<file path="config.mk">
export PLATFORM = sky130hd
export DESIGN_NAME = wire_cut_judge
export DESIGN_NICKNAME = d
export VERILOG_FILES = /design/src/rtl/wire_cut_judge.sv
export SDC_FILE = /design/constraint.sdc
export NUM_CORES = 1
export LEC_CHECK = 0
export CAP_MARGIN = 20
export CORE_AREA = 10 10 73 75
export DETAILED_ROUTE_END_ITERATION = 16
export DIE_AREA = 0 0 83 85
export GPL_TIMING_DRIVEN = 1
export PLACE_DENSITY_LB_ADDON = 0.12
export SYNTH_ARGS = -nofsm -noshare
export SYNTH_HDL_FRONTEND = slang
export SYNTH_SLANG_ARGS = --single-unit
</file>
<file path="constraint.sdc">
create_clock -name clk -period 3 [get_ports clk]
set_clock_uncertainty 0.05 [all_clocks]
set_input_delay 0.6 -clock clk [delete_from_list [all_inputs] [get_ports clk]]
set_output_delay 0.6 -clock clk [all_outputs]
set_load 0.03 [all_outputs]
</file>
<file path="src/rtl/wire_cut_judge.sv">
// rtl/wire_cut_judge.sv - judges debounced wire cuts against a latched secret cut order
module wire_cut_judge #(
  parameter int MAX_STRIKES = 3
) (
  input  logic        clk,
  input  logic        rst,
  input  logic        arm,
  input  logic [5:0]  wire_lvl,
  input  logic [17:0] cut_order,
  input  logic [2:0]  cut_len,
  output logic        step_ok,
  output logic        strike,
  output logic [1:0]  strike_cnt,
  output logic        solved,
  output logic        exploded,
  output logic [2:0]  step_idx
);

  typedef enum logic [1:0] {IDLE, ACTIVE, SOLVED, EXPLODED} state_t;

  localparam logic [1:0] STRIKE_LIMIT = 2'(MAX_STRIKES);

  state_t      state_q, state_d;
  logic [5:0]  prev_lvl;
  logic [17:0] order_q, order_d;
  logic [2:0]  len_q, len_d;
  logic [2:0]  step_idx_d;
  logic [1:0]  strike_cnt_d, cnt_inc;
  logic        step_ok_d, strike_d, solved_d, exploded_d;
  logic [5:0]  cut;
  logic        one_hot;
  logic [2:0]  slot_tbl [8];
  logic [2:0]  exp_slot;
  logic        match;

  assign cut     = prev_lvl & ~wire_lvl;
  assign one_hot = (cut != 6'd0) && ((cut & (cut - 6'd1)) == 6'd0);

  // Entries 6 and 7 are never reached while ACTIVE but keep the lookup total.
  always_comb begin
    for (int k = 0; k < 6; k++) slot_tbl[k] = order_q[3*k +: 3];
    slot_tbl[6] = 3'd7;
    slot_tbl[7] = 3'd7;
  end

  assign exp_slot = slot_tbl[step_idx];
  // Slot values 6 and 7 shift past bit 5 and so can never equal a real cut.
  assign match    = one_hot && ({2'b00, cut} == (8'd1 << exp_slot));
  assign cnt_inc  = (strike_cnt == 2'd3) ? 2'd3 : strike_cnt + 2'd1;

  always_comb begin
    state_d      = state_q;
    order_d      = order_q;
    len_d        = len_q;
    step_idx_d   = step_idx;
    strike_cnt_d = strike_cnt;
    solved_d     = solved;
    exploded_d   = exploded;
    step_ok_d    = 1'b0;
    strike_d     = 1'b0;
    if (arm) begin
      order_d      = cut_order;
      len_d        = (cut_len == 3'd0) ? 3'd1 : (cut_len == 3'd7) ? 3'd6 : cut_len;
      step_idx_d   = 3'd0;
      strike_cnt_d = 2'd0;
      solved_d     = 1'b0;
      exploded_d   = 1'b0;
      state_d      = ACTIVE;
    end else if (state_q == ACTIVE && cut != 6'd0) begin
      if (match) begin
        step_ok_d  = 1'b1;
        step_idx_d = step_idx + 3'd1;
        if (step_idx + 3'd1 == len_q) begin
          solved_d = 1'b1;
          state_d  = SOLVED;
        end
      end else begin
        strike_d     = 1'b1;
        strike_cnt_d = cnt_inc;
        if (cnt_inc == STRIKE_LIMIT) begin
          exploded_d = 1'b1;
          state_d    = EXPLODED;
        end
      end
    end
  end

  always_ff @(posedge clk) begin
    if (rst) begin
      state_q    <= IDLE;
      prev_lvl   <= 6'b111111;
      order_q    <= 18'd0;
      len_q      <= 3'd0;
      step_idx   <= 3'd0;
      strike_cnt <= 2'd0;
      solved     <= 1'b0;
      exploded   <= 1'b0;
      step_ok    <= 1'b0;
      strike     <= 1'b0;
    end else begin
      state_q    <= state_d;
      prev_lvl   <= wire_lvl;
      order_q    <= order_d;
      len_q      <= len_d;
      step_idx   <= step_idx_d;
      strike_cnt <= strike_cnt_d;
      solved     <= solved_d;
      exploded   <= exploded_d;
      step_ok    <= step_ok_d;
      strike     <= strike_d;
    end
  end

endmodule

</file>
==> results_dict.tcl <==
set metrics [dict create \
    drc 0 \
    netlist_area_sq_um 1920 \
    route.vias.total 1615 \
    crit_path_end "state_q[1]" \
    status "finished, final reports clean" \
    synth_warnings 0 \
    fmax_mhz 371 \
    core_sq_um 3910 \
    syn-num-nets 243 \
    r2r_setup_slack_ns 0.34 \
    multiInputGateArea_sq_um 1080 \
    avgRoutedWirePerCell_microns 13.6 \
    syn_to_final_growth_pct 26.4 \
    post-cts-setup-buffers 0 \
    slew_headroom_pct 65.2 \
    crit_arrival_ns 2.82 \
    grt_max_degree 18 \
    clk_pin_slew_ns 0.07 \
    grt_setup_unrepaired "false" \
    first_iter_violations 115 \
    endpoint_kind "flip-flop" \
    dieArea_sq_um 7060 \
    cts_made_buffers 5 \
    hold_viol_final 0 \
    antenna_found_initial 0 \
    place_congestion 0.881 \
    root_buffer "clkbuf_8" \
    design_area_sq_um 2420 \
    vias_per_cell 5.37 \
    cp_cell_sequence "clkdlybuf4s50_1 -> or2b_2 -> and2_2 -> nand2_1 -> o22ai_1 -> or4_4 -> and2_4 -> and4_4 -> o31a_1" \
    grt_pass1_wl_microns 7010 \
    crit_path_max_incr_delay_ns 0.53 \
    cts_tree "done" \
    crit_start "wire_lvl[1]" \
    fp.dieW_microns 83 \
    avgSynthCellArea_sq_um 9.05 \
    drt_wl_total_microns 4100 \
    hpwl_microns 3180 \
    period_needed_ns 2.69 \
    seq_area_frac_synth_pct 39.7 \
    critPathMaxFanout 4 \
    grt_pass1_vias 1594 \
    antenna_cells 0 \
    die_h_microns 85 \
    critical_path_required_ns 3.13 \
    ys_types 52 \
    cp.depth 9 \
    n_fill_cell 369 \
    startpoint_type "input port" \
    r2r-end "state_q[1]" \
    crit_family "simple AND/OR/NAND/NOR gates" \
    critPathBufInv 1 \
    r2r_cells 9 \
    place_area_sq_um 2340 \
    cts_sinks 38 \
    grtUsageTotal_pct 11.5 \
    drtPass1Iterations 4 \
    min_path_cells 1 \
    regArea_sq_um 761 \
    start_util_pct 49.0 \
    cap_violations 0 \
    power.density_nw_per_um2 439 \
    htree_levels 2 \
    pin_count 39 \
    clk_path_buf_depth 2 \
    syn_inst 212 \
    regToRegStartpoint "step_idx[1]" \
    fin_nets 283 \
    ir_drop_v 0.000242 \
    slew_viol_final 0 \
    drive_gt1_share_pct 13.1 \
    port_buffers 38 \
    slowest_stage "or4_4" \
    hold_path_class "flip-flop to flip-flop" \
    fp-row-count 23 \
    worst_pin_slew_ns 0.521 \
    ys_seq_elements 38 \
    clock_latency_ns 0.29 \
    tns_ns 0 \
    finalCritPeriodShare_pct 89.8 \
    grt-ovfl-total 0 \
    leakage_nw 0.956 \
    holdBufCountCts 0 \
    ant_nets 0 \
    setup_viol 0 \
    critPathKind "input port to flip-flop" \
    cts-resized-gates 0 \
]
==> worst min path at each step <==
| stage | startpoint | end | slack, ns |
|---|---|---|---|
| 2_1_floorplan | state_q[1] | state_q[1] | 0.40 |
| 3_3_place_gp | exploded | exploded | 0.40 |
| 3_5_place_dp | solved | solved | 0.41 |
| 4_1_cts | solved | solved | 0.43 |
| 5_1_grt | solved | solved | 0.43 |
| 6_report | solved | solved | 0.42 |
==> synthesized netlist by cell type, drive strengths merged <==
cell type | instances | share of area, %
o311ai | 1 | 0.46
and4 | 1 | 0.59
o211ai | 1 | 0.39
inv | 3 | 0.59
nand2b | 4 | 1.3
o21a | 4 | 1.6
nor2 | 29 | 5.7
nand3 | 3 | 0.78
or2 | 7 | 2.3
and3 | 3 | 1.0
o31ai | 1 | 0.39
nor4 | 2 | 0.65
xor2 | 1 | 0.46
a21oi | 7 | 1.8
a31o | 1 | 0.46
nand2 | 15 | 2.9
or4 | 2 | 0.98
xnor2 | 5 | 2.3
a211oi | 2 | 0.78
o21ai | 7 | 1.8
o22ai | 2 | 0.98
nand4 | 2 | 0.65
clkbuf | 6 | 1.2
dfxtp | 38 | 40
nor3 | 4 | 1.0
a32oi | 1 | 0.46
nor2b | 6 | 2.5
a31oi | 1 | 0.33
or3 | 1 | 0.33
maj3 | 1 | 0.52
a311oi | 1 | 0.46
buf | 5 | 2.2
mux2i | 30 | 16
and2b | 1 | 0.39
and2 | 5 | 2.0
ha | 1 | 0.65
a22oi | 4 | 2.1
or2b | 2 | 0.85
nand3b | 1 | 0.39
o31a | 1 | 0.46
==> sequential cells by signal, summed over array words and instances (netlist names) <==
signal      count
order_q        18
prev_lvl        6
len_q           3
step_idx        3
state_q         2
strike_cnt      2
exploded        1
solved          1
step_ok         1
strike          1
==> placed cells by master, fill, tap and decap left out, types with 2 or more instances in the layout <==
cell,n
a21oi_1,7
nor2b_1,4
dfxtp_1,38
inv_1,3
nor3_1,4
and3_1,2
mux2i_1,30
and2_2,2
a211oi_1,2
nand2_1,15
o21ai_0,6
nand2b_1,4
nand3_1,3
clkdlybuf4s50_1,38
buf_4,6
nand4_1,2
nor4_1,2
nor2_1,29
and2_4,2
clkbuf_8,6
xnor2_1,5
a22oi_2,2
or2_2,7
a22oi_1,2
o21a_1,4
==> final cells by class <==
class,count,area share [%]
repair buffers,44,17.5
flip-flops and latches,38,31.4
well taps,50,2.58
inverters,3,0.464
multi-input cells,160,44.6
clock buffers,6,3.41
==> report_power, final <==
part           leakage, nW  switching (mW)  total, mW  internal, mW
clock               0.0431           0.168      0.345         0.177
sequential           0.313          0.0118      0.540         0.528
combinational        0.600          0.0826      0.178        0.0958
total                0.956           0.262       1.06         0.801
==> metrics by stage <==
step,worst slack [ns],hold slack (ns),instances,total power [mW],util (%)
global route,0.131,0.432,301,1.12,62.0
global placement,0.0615,0.403,295,0.727,59.8
CTS,0.303,0.425,301,1.08,62.0
floorplan,0.475,0.397,212,0.664,-
finish,0.306,0.420,301,1.06,62.0
detailed placement,0.00965,0.409,295,0.730,59.8
==> cells by family after synthesis <==
kind of cell / after synthesis / synth area share, %
XOR/XNOR: 6 / 2.74
AO/OA/AOI/OAI: 34 / 12.5
flip-flops: 38 / 39.7
buffers and inverters: 14 / 3.91
adder cells (fa/ha/maj): 2 / 1.17
multiplexers: 30 / 15.7
AND/OR/NAND/NOR: 88 / 24.4
==> metal layers <==
| metal | global-route usage, % | part of all wire (%) | vias to the layer above |
|---|---|---|---|
| met5 | 0 | 0 | - |
| met2 | 19.2 | 47 | 38 |
| met3 | 4.40 | 6.0 | 6 |
| met4 | 4.33 | 1.4 | 0 |
| li1 | - | - | 817 |
| met1 | 13.1 | 45 | 754 |
(Power assumes the default switching activity.)
